**config.mk**
```make
export PLATFORM = sky130hd
export DESIGN_NAME = step_sched
export DESIGN_NICKNAME = d
export VERILOG_FILES = /design/src/rtl/step_sched_pkg.sv /design/src/rtl/step_sched_sync_ff.sv /design/src/rtl/step_sched.sv
export SDC_FILE = /design/constraint.sdc
export NUM_CORES = 1
export LEC_CHECK = 0
export ABC_CLOCK_PERIOD_IN_PS = 3000
export BUFFER_PORTS_ARGS = -buffer_cell sky130_fd_sc_hd__buf_2
export CORE_AREA = 2 2 134 136
export CTS_CLUSTER_DIAMETER = 120
export DETAILED_ROUTE_END_ITERATION = 10
export DIE_AREA = 0 0 136 138
export PLACE_DENSITY = 0.44
export REMOVE_ABC_BUFFERS = 1
export SLEW_MARGIN = 20
export SYNTH_ARGS = -nofsm -noshare
export SYNTH_HDL_FRONTEND = slang
export SYNTH_HIERARCHICAL = 1
export SYNTH_SLANG_ARGS = --single-unit
```
**constraint.sdc**
```tcl
create_clock -name clk -period 3 [get_ports clk]
set_clock_uncertainty 0.1 [all_clocks]
set_input_delay 0.6 -clock clk [delete_from_list [all_inputs] [get_ports clk]]
set_output_delay 0.6 -clock clk [all_outputs]
set_load 0.01 [all_outputs]
```
**src/rtl/step_sched_pkg.sv**
```systemverilog
// Shared definitions for the step scheduler.
//
// Contents:
//   ss_state_e   - sequencer state encoding (idle, waiting for a tick, iteration in flight)
//   SsPeriodMin  - smallest usable step period in clocks; shorter requests are clamped
package step_sched_pkg;

  typedef enum logic [1:0] {
    SsIdle = 2'd0,
    SsWait = 2'd1,
    SsBusy = 2'd2
  } ss_state_e;

  localparam int unsigned SsPeriodMin = 2;

endpackage

```
**src/rtl/step_sched_sync_ff.sv**
```systemverilog
// Multi-flop synchronizer for a single asynchronous level.
//
// Parameters:
//   STAGES - number of flops in the chain (2 or more)
// Ports:
//   clk - destination clock
//   rst - asynchronous active-low reset; clears every stage to 0
//   d   - asynchronous input level
//   q   - synchronized output, STAGES clocks behind d
module step_sched_sync_ff #(
  parameter int unsigned STAGES = 2
) (
  input  logic clk,
  input  logic rst,
  input  logic d,
  output logic q
);

  logic [STAGES-1:0] sync_q;

  always_ff @(posedge clk or negedge rst) begin
    if (!rst) begin
      sync_q <= '0;
    end else begin
      sync_q <= {sync_q[STAGES-2:0], d};
    end
  end

  assign q = sync_q[STAGES-1];

endmodule

```
**src/rtl/step_sched.sv**
```systemverilog
// Step scheduler and mode sequencer for the switched state-space solver.
//
// Produces a periodic one-cycle compute launch pulse, latches the switch state for each
// iteration, swaps coefficient banks only at step boundaries, tracks completion from the
// compute block and counts steps, overruns and the worst-case completion latency.
//
// Parameters:
//   CNT_W       - width of the period counter, period input and lat_max
//   STAT_W      - width of the saturating step/overrun counters
//   SYNC_STAGES - synchronizer depth on gate (2 or more)
// Ports:
//   clk          - system clock, rising edge
//   rst          - asynchronous active-low reset
//   en           - run enable
//   period       - step period in clocks; values below 2 behave as 2
//   gate         - raw switch state, asynchronous (1 = on)
//   cfg_swap_req - level request to activate the shadow coefficient bank
//   cfg_swap_ack - pulse: the bank swap took effect with this step
//   bank_sel     - active coefficient bank
//   step         - one-cycle compute launch pulse
//   sw_sel       - matrix select held for the whole iteration (1 = on matrices)
//   comp_ready   - completion strobe from the compute block
//   busy         - an iteration is in flight
//   overrun      - pulse: a tick was missed because an iteration was still in flight
//   overrun_cnt  - saturating overrun count
//   step_cnt     - saturating issued-step count
//   lat_max      - largest step-to-completion latency seen, in clocks
module step_sched
  import step_sched_pkg::*;
#(
  parameter int unsigned CNT_W       = 16,
  parameter int unsigned STAT_W      = 16,
  parameter int unsigned SYNC_STAGES = 2
) (
  input  logic              clk,
  input  logic              rst,
  input  logic              en,
  input  logic [CNT_W-1:0]  period,
  input  logic              gate,
  input  logic              cfg_swap_req,
  output logic              cfg_swap_ack,
  output logic              bank_sel,
  output logic              step,
  output logic              sw_sel,
  input  logic              comp_ready,
  output logic              busy,
  output logic              overrun,
  output logic [STAT_W-1:0] overrun_cnt,
  output logic [STAT_W-1:0] step_cnt,
  output logic [CNT_W-1:0]  lat_max
);

  ss_state_e state_q, state_d;

  logic [CNT_W-1:0]  cnt_q;
  logic [CNT_W-1:0]  lat_q;
  logic [CNT_W-1:0]  lat_max_q;
  logic [STAT_W-1:0] step_cnt_q;
  logic [STAT_W-1:0] ovr_cnt_q;
  logic              step_q;
  logic              ack_q;
  logic              bank_q;
  logic              sw_sel_q;
  logic              busy_q;
  logic              overrun_q;

  logic              gate_sync;
  logic [CNT_W-1:0]  per_eff;
  logic [CNT_W-1:0]  last_cnt;
  logic              tick;
  logic              done;
  logic              issue;
  logic              miss;

  step_sched_sync_ff #(
    .STAGES (SYNC_STAGES)
  ) u_gate_sync (
    .clk (clk),
    .rst (rst),
    .d   (gate),
    .q   (gate_sync)
  );

  assign per_eff  = (period < CNT_W'(SsPeriodMin)) ? CNT_W'(SsPeriodMin) : period;
  assign last_cnt = per_eff - CNT_W'(1);

  // A >= compare lets a shortened period fire immediately instead of running the counter
  // all the way round when cnt has already passed the new terminal value.
  assign tick = en && (state_q != SsIdle) && (cnt_q >= last_cnt);

  // Completion is ignored during the launch cycle itself.
  assign done = (state_q == SsBusy) && comp_ready && !step_q;

  // Completion is processed before the tick, so a completing iteration can chain
  // straight into the next launch.
  assign issue = tick && ((state_q == SsWait) || done);
  assign miss  = tick && (state_q == SsBusy) && !done;

  always_comb begin
    state_d = state_q;
    unique case (state_q)
      SsIdle: begin
        if (en) state_d = SsWait;
      end
      SsWait: begin
        if (issue)    state_d = SsBusy;
        else if (!en) state_d = SsIdle;
      end
      SsBusy: begin
        if (issue)     state_d = SsBusy;
        else if (done) state_d = en ? SsWait : SsIdle;
      end
      default: state_d = SsIdle;
    endcase
  end

  always_ff @(posedge clk or negedge rst) begin
    if (!rst) begin
      state_q    <= SsIdle;
      cnt_q      <= '0;
      lat_q      <= '0;
      lat_max_q  <= '0;
      step_cnt_q <= '0;
      ovr_cnt_q  <= '0;
      step_q     <= 1'b0;
      ack_q      <= 1'b0;
      bank_q     <= 1'b0;
      sw_sel_q   <= 1'b0;
      busy_q     <= 1'b0;
      overrun_q  <= 1'b0;
    end else begin
      state_q   <= state_d;
      busy_q    <= (state_d == SsBusy);
      step_q    <= issue;
      ack_q     <= issue && cfg_swap_req;
      overrun_q <= miss;

      // Period counter: held at zero while idle or disabled, wraps on every tick.
      if (!en || (state_q == SsIdle)) begin
        cnt_q <= '0;
      end else if (tick) begin
        cnt_q <= '0;
      end else begin
        cnt_q <= cnt_q + CNT_W'(1);
      end

      if (issue) begin
        sw_sel_q <= gate_sync;
        if (cfg_swap_req) bank_q <= ~bank_q;
        if (step_cnt_q != '1) step_cnt_q <= step_cnt_q + STAT_W'(1);
      end

      if (miss && (ovr_cnt_q != '1)) begin
        ovr_cnt_q <= ovr_cnt_q + STAT_W'(1);
      end

      // lat_q is 0 in the launch cycle and counts every cycle the iteration is in flight.
      if (issue) begin
        lat_q <= '0;
      end else if ((state_q == SsBusy) && (lat_q != '1)) begin
        lat_q <= lat_q + CNT_W'(1);
      end

      if (done && (lat_q > lat_max_q)) begin
        lat_max_q <= lat_q;
      end
    end
  end

  assign step         = step_q;
  assign cfg_swap_ack = ack_q;
  assign bank_sel     = bank_q;
  assign sw_sel       = sw_sel_q;
  assign busy         = busy_q;
  assign overrun      = overrun_q;
  assign overrun_cnt  = ovr_cnt_q;
  assign step_cnt     = step_cnt_q;
  assign lat_max      = lat_max_q;

endmodule

```
==> results by group <==
Global routing
  • Initial antenna violation count: 0
  • Total GRT Usage: 0.1338
  • Pin count of the biggest net entering global routing: 50
  • Global route total overflow: 0
  • First-pass GRT wire length: 20310 um
  • Vias in the first global route: 4029

Synthesis
  • Post-synth EDFFs: 0
  • Yosys warning count: 6
  • Sequential area share after synthesis: 0.4435
  • Syn_area_per_cell: 10.02 um^2
  • Unique masters post-synth: 49
  • Most used DFF post-synth: dfrtp_1
  • Gate Count Post-Synth: 507
  • Asr flop ratio synth: 1.000
  • Mapped cell area: 0.005079 mm^2
  • Flops & latches, synth: 90

Power
  • Worst VDD drop: 205.8 uV
  • P per Cell Area: 384.0 mW/mm^2
  • Leakage power total: 3.212 nW

Detailed routing
  • Routed met3 length: 384 um
  • Top routing layer in use: met4
  • Met2 WL post-DR: 5834 um
  • First-iteration detailed-routing DRC count: 195
  • Met1 WL: 5914 um
  • Drt total wl: 12300 um
  • Vias/cell: 4.693
  • Wirelength per Cell: 14.15 um
  • Post-DRT Antenna Nets: 0
  • Remaining DRCs: 0
  • DR vias: 4078
  • First-pass detailed-route iteration total: 4

Timing
  • Max-slew headroom: 0.5304
  • Final setup vio count: 72
  • Final hold slack: 0.1518 ns
  • Fin crit period: 4.291 ns
  • Max-slew violations: 0
  • Hold Fails Final Rpt: 0
  • RSZ-0062 raised after global routing: true
  • Worst-margin pin slew: 0.6979 ns
  • Final WS setup: -1.291 ns
  • Max Freq: 233.1 MHz
  • Tcrit/Tclk final: 1.430

Worst setup path
  • CP startpoint: period[6]
  • R2r startpoint: overrun_cnt[0]
  • Delay-heaviest family, CP: simple AND/OR/NAND/NOR gates
  • Crit Path Class: input pin to flip-flop
  • Worst-path cell chain: buf_6 > or4_4 > or4_4 > nor3_4 > nand2_1 > nand2_1 > ha_2 > nand2b_1 > or2_4 > nor3_2 > xnor2_1 > ha_1 > nand4_1 > nor3_2 > o311ai_2 > and3_4 > buf_12 > or3_4 > xnor2_2
  • Slowest stage cell, crit path: or4_4
  • Levels on crit path: 19
  • Buf/Inv on CP: 2
  • Register-to-register setup slack: 0.44 ns
  • CP Data Arrival Time: 4.41 ns
  • Critical Path End: overrun_cnt[13]
  • R2R cell count: 7
  • Reg-to-Reg End: overrun_cnt[4]
  • Critical path startpoint category: input pin
  • Worst Path Required: 3.12 ns
  • CP max FO: 5
  • Slowest Stage Delay on Critical Path: 0.53 ns
  • Critical path capture point type: flip-flop

Layout
  • Final core utilization: 0.3894
  • Share of post-route cells with drive strength above 1: 0.3359
  • Final instance area: 0.006828 mm^2
  • Final-stage net count: 695
  • Antenna cells: 0
  • Area grow syn2layout: 34.44%

Placed design
  • Placed cell area: 0.006045 mm^2
  • HPWL after DPL: 8931 um
  • Post-Place Worst Slack: -1.802 ns
  • # port buffers: 75
  • Routability cong.: 0.7650

Floorplanning
  • Die Wd: 136 um
  • Die Footprint: 0.01877 mm^2
  • Core Rows: 49
  • Core ar.: 0.01753 mm^2
  • I/O pin total: 76
  • Starting Density: 0.2896
  • Die height: 138 um

Clock tree
  • Clk Latency, worst-skew pair: 0.34 ns
  • Inserted Clock Buffers: 9
  • Root Driver: clkbuf_16
  • H-tree depth: 3
  • Clock transition at path regs: 0.06 ns
  • CTS tree: yes
  • # hold bufs at CTS: 0
  • Max Buffers Root-to-Sink: 2
  • Clock sinks: 90

Min path
  • HP Class: input pin to async pin

Flow run
  • Max cap viols: 0

Status
  • Status: finished, violations left
  • Failing checks: setup timing
## through the flow
stage	total power (W)	TNS [ns]	cells
floorplan	0.001351	-112.32	497
global placement	0.001461	-117.66	845
detailed placement	0.001466	-123.83	845
CTS	0.002661	-88.04	860
global route	0.002762	-104.56	869
finish	0.002622	-87.16	869
## how the worst min path moves through the flow
stage,startpoint,end,cells past startpoint
4_1_cts,rst,overrun_cnt[2],1
3_3_place_gp,u_gate_sync/sync_q[0],u_gate_sync/sync_q[1],0
2_1_floorplan,rst,bank_sel,0
3_5_place_dp,u_gate_sync/sync_q[0],u_gate_sync/sync_q[1],0
5_1_grt,rst,overrun_cnt[3],1
6_report,rst,overrun_cnt[2],1
## where the power goes
part           leakage (nW)  internal, W  switching (W)  total [W]
Clock                 0.147     0.000725       0.000446    0.00117
Sequential             1.15      0.00123      0.0000145    0.00124
Combinational          1.92    0.0000913       0.000114   0.000206
Total                  3.21      0.00205       0.000575    0.00262
## final cells by class
cell class	instances	area (um^2)
clock inverters	3	65.06
inverters	24	90.09
clock buffers	12	236.5
flip-flops and latches	90	2252
repair buffers	127	892.1
multi-input cells	384	3005
well taps	229	286.5
fillers	1783	10710
## registers in the layout, summed over array words and instances, names as in the netlist
name	flops
busy	1
sw_sel	1
step	1
u_gate_sync/sync_q	2
bank_sel	1
cfg_swap_ack	1
overrun	1
lat_max	16
lat_q	16
cnt_q	16
step_cnt	16
overrun_cnt	16
state_q	2
## cell usage after synthesis (2+ instances only)
cell type / count / area, um^2
nor3b_1: 2 / 15.01
nor4_1: 6 / 37.54
a31oi_1: 2 / 12.51
xor2_1: 35 / 306.5
nor2_1: 55 / 206.5
and3_1: 9 / 56.30
mux2_2: 19 / 214.0
and4_1: 2 / 17.52
a31oi_2: 2 / 25.02
nand2b_1: 5 / 31.28
o21ai_0: 11 / 55.05
dfrtp_1: 90 / 2252
buf_2: 3 / 15.01
xnor2_1: 33 / 289.0
ha_1: 37 / 462.9
nand2_1: 34 / 127.6
a21o_1: 3 / 22.52
clkbuf_1: 3 / 11.26
nand3_1: 29 / 145.1
mux2i_1: 2 / 20.02
and2_1: 5 / 31.28
or3_1: 7 / 43.79
nor3_1: 21 / 105.1
a21oi_1: 15 / 75.07
nand4_1: 25 / 156.4
nor2b_1: 4 / 25.02
or4_4: 3 / 33.78
inv_1: 24 / 90.09
## layer usage
| layer | vias to the layer above | track usage |
|---|---|---|
| li1 | 2047 | - |
| met5 | - | 0 |
| met3 | 13 | 0.02567 |
| met2 | 61 | 0.2105 |
| met1 | 1957 | 0.1852 |
| met4 | 0 | 0.04276 |
## placed cells by master (no fill, tap or decap), types with 3 or more instances in the layout
cell	instances
nor2_1	41
nor3_1	11
or4_4	3
o21ai_0	9
ha_1	36
o21ai_2	3
xnor2_1	30
nand3_1	27
buf_12	3
nor2_4	6
dfrtp_1	90
a21oi_1	12
xnor2_2	3
xor2_1	34
or3_1	5
nor3_2	7
nand4_1	25
mux2_2	18
a21oi_2	3
nor3_4	4
nor2b_1	4
nand2_1	33
nand2b_1	5
a21o_1	3
buf_4	37
and2_1	4
clkbuf_16	11
buf_2	73
clkbuf_1	3
inv_1	24
nor2_2	8
and3_1	8
buf_6	11
nor4_1	4
## logic make-up (layout without fill, tap and decap cells)
kind of cell / after synthesis / in the layout / synth area share
fa+ha+maj: 37 / 37 / 0.09115
xor+xnor: 68 / 68 / 0.1173
flops: 90 / 90 / 0.4435
simple gates: 212 / 212 / 0.2111
mux: 21 / 21 / 0.04607
buf+inv: 34 / 166 / 0.02833
compound gates: 45 / 46 / 0.06258
## repair_timing
action / in CTS / in global routing
setup endpoints to repair: 72 / 72
resized for setup: 13 / 70
pin swaps: 4 / 37
buffers inserted: 0 / 5
cloned: 0 / 5
(Power assumes the default switching activity.)
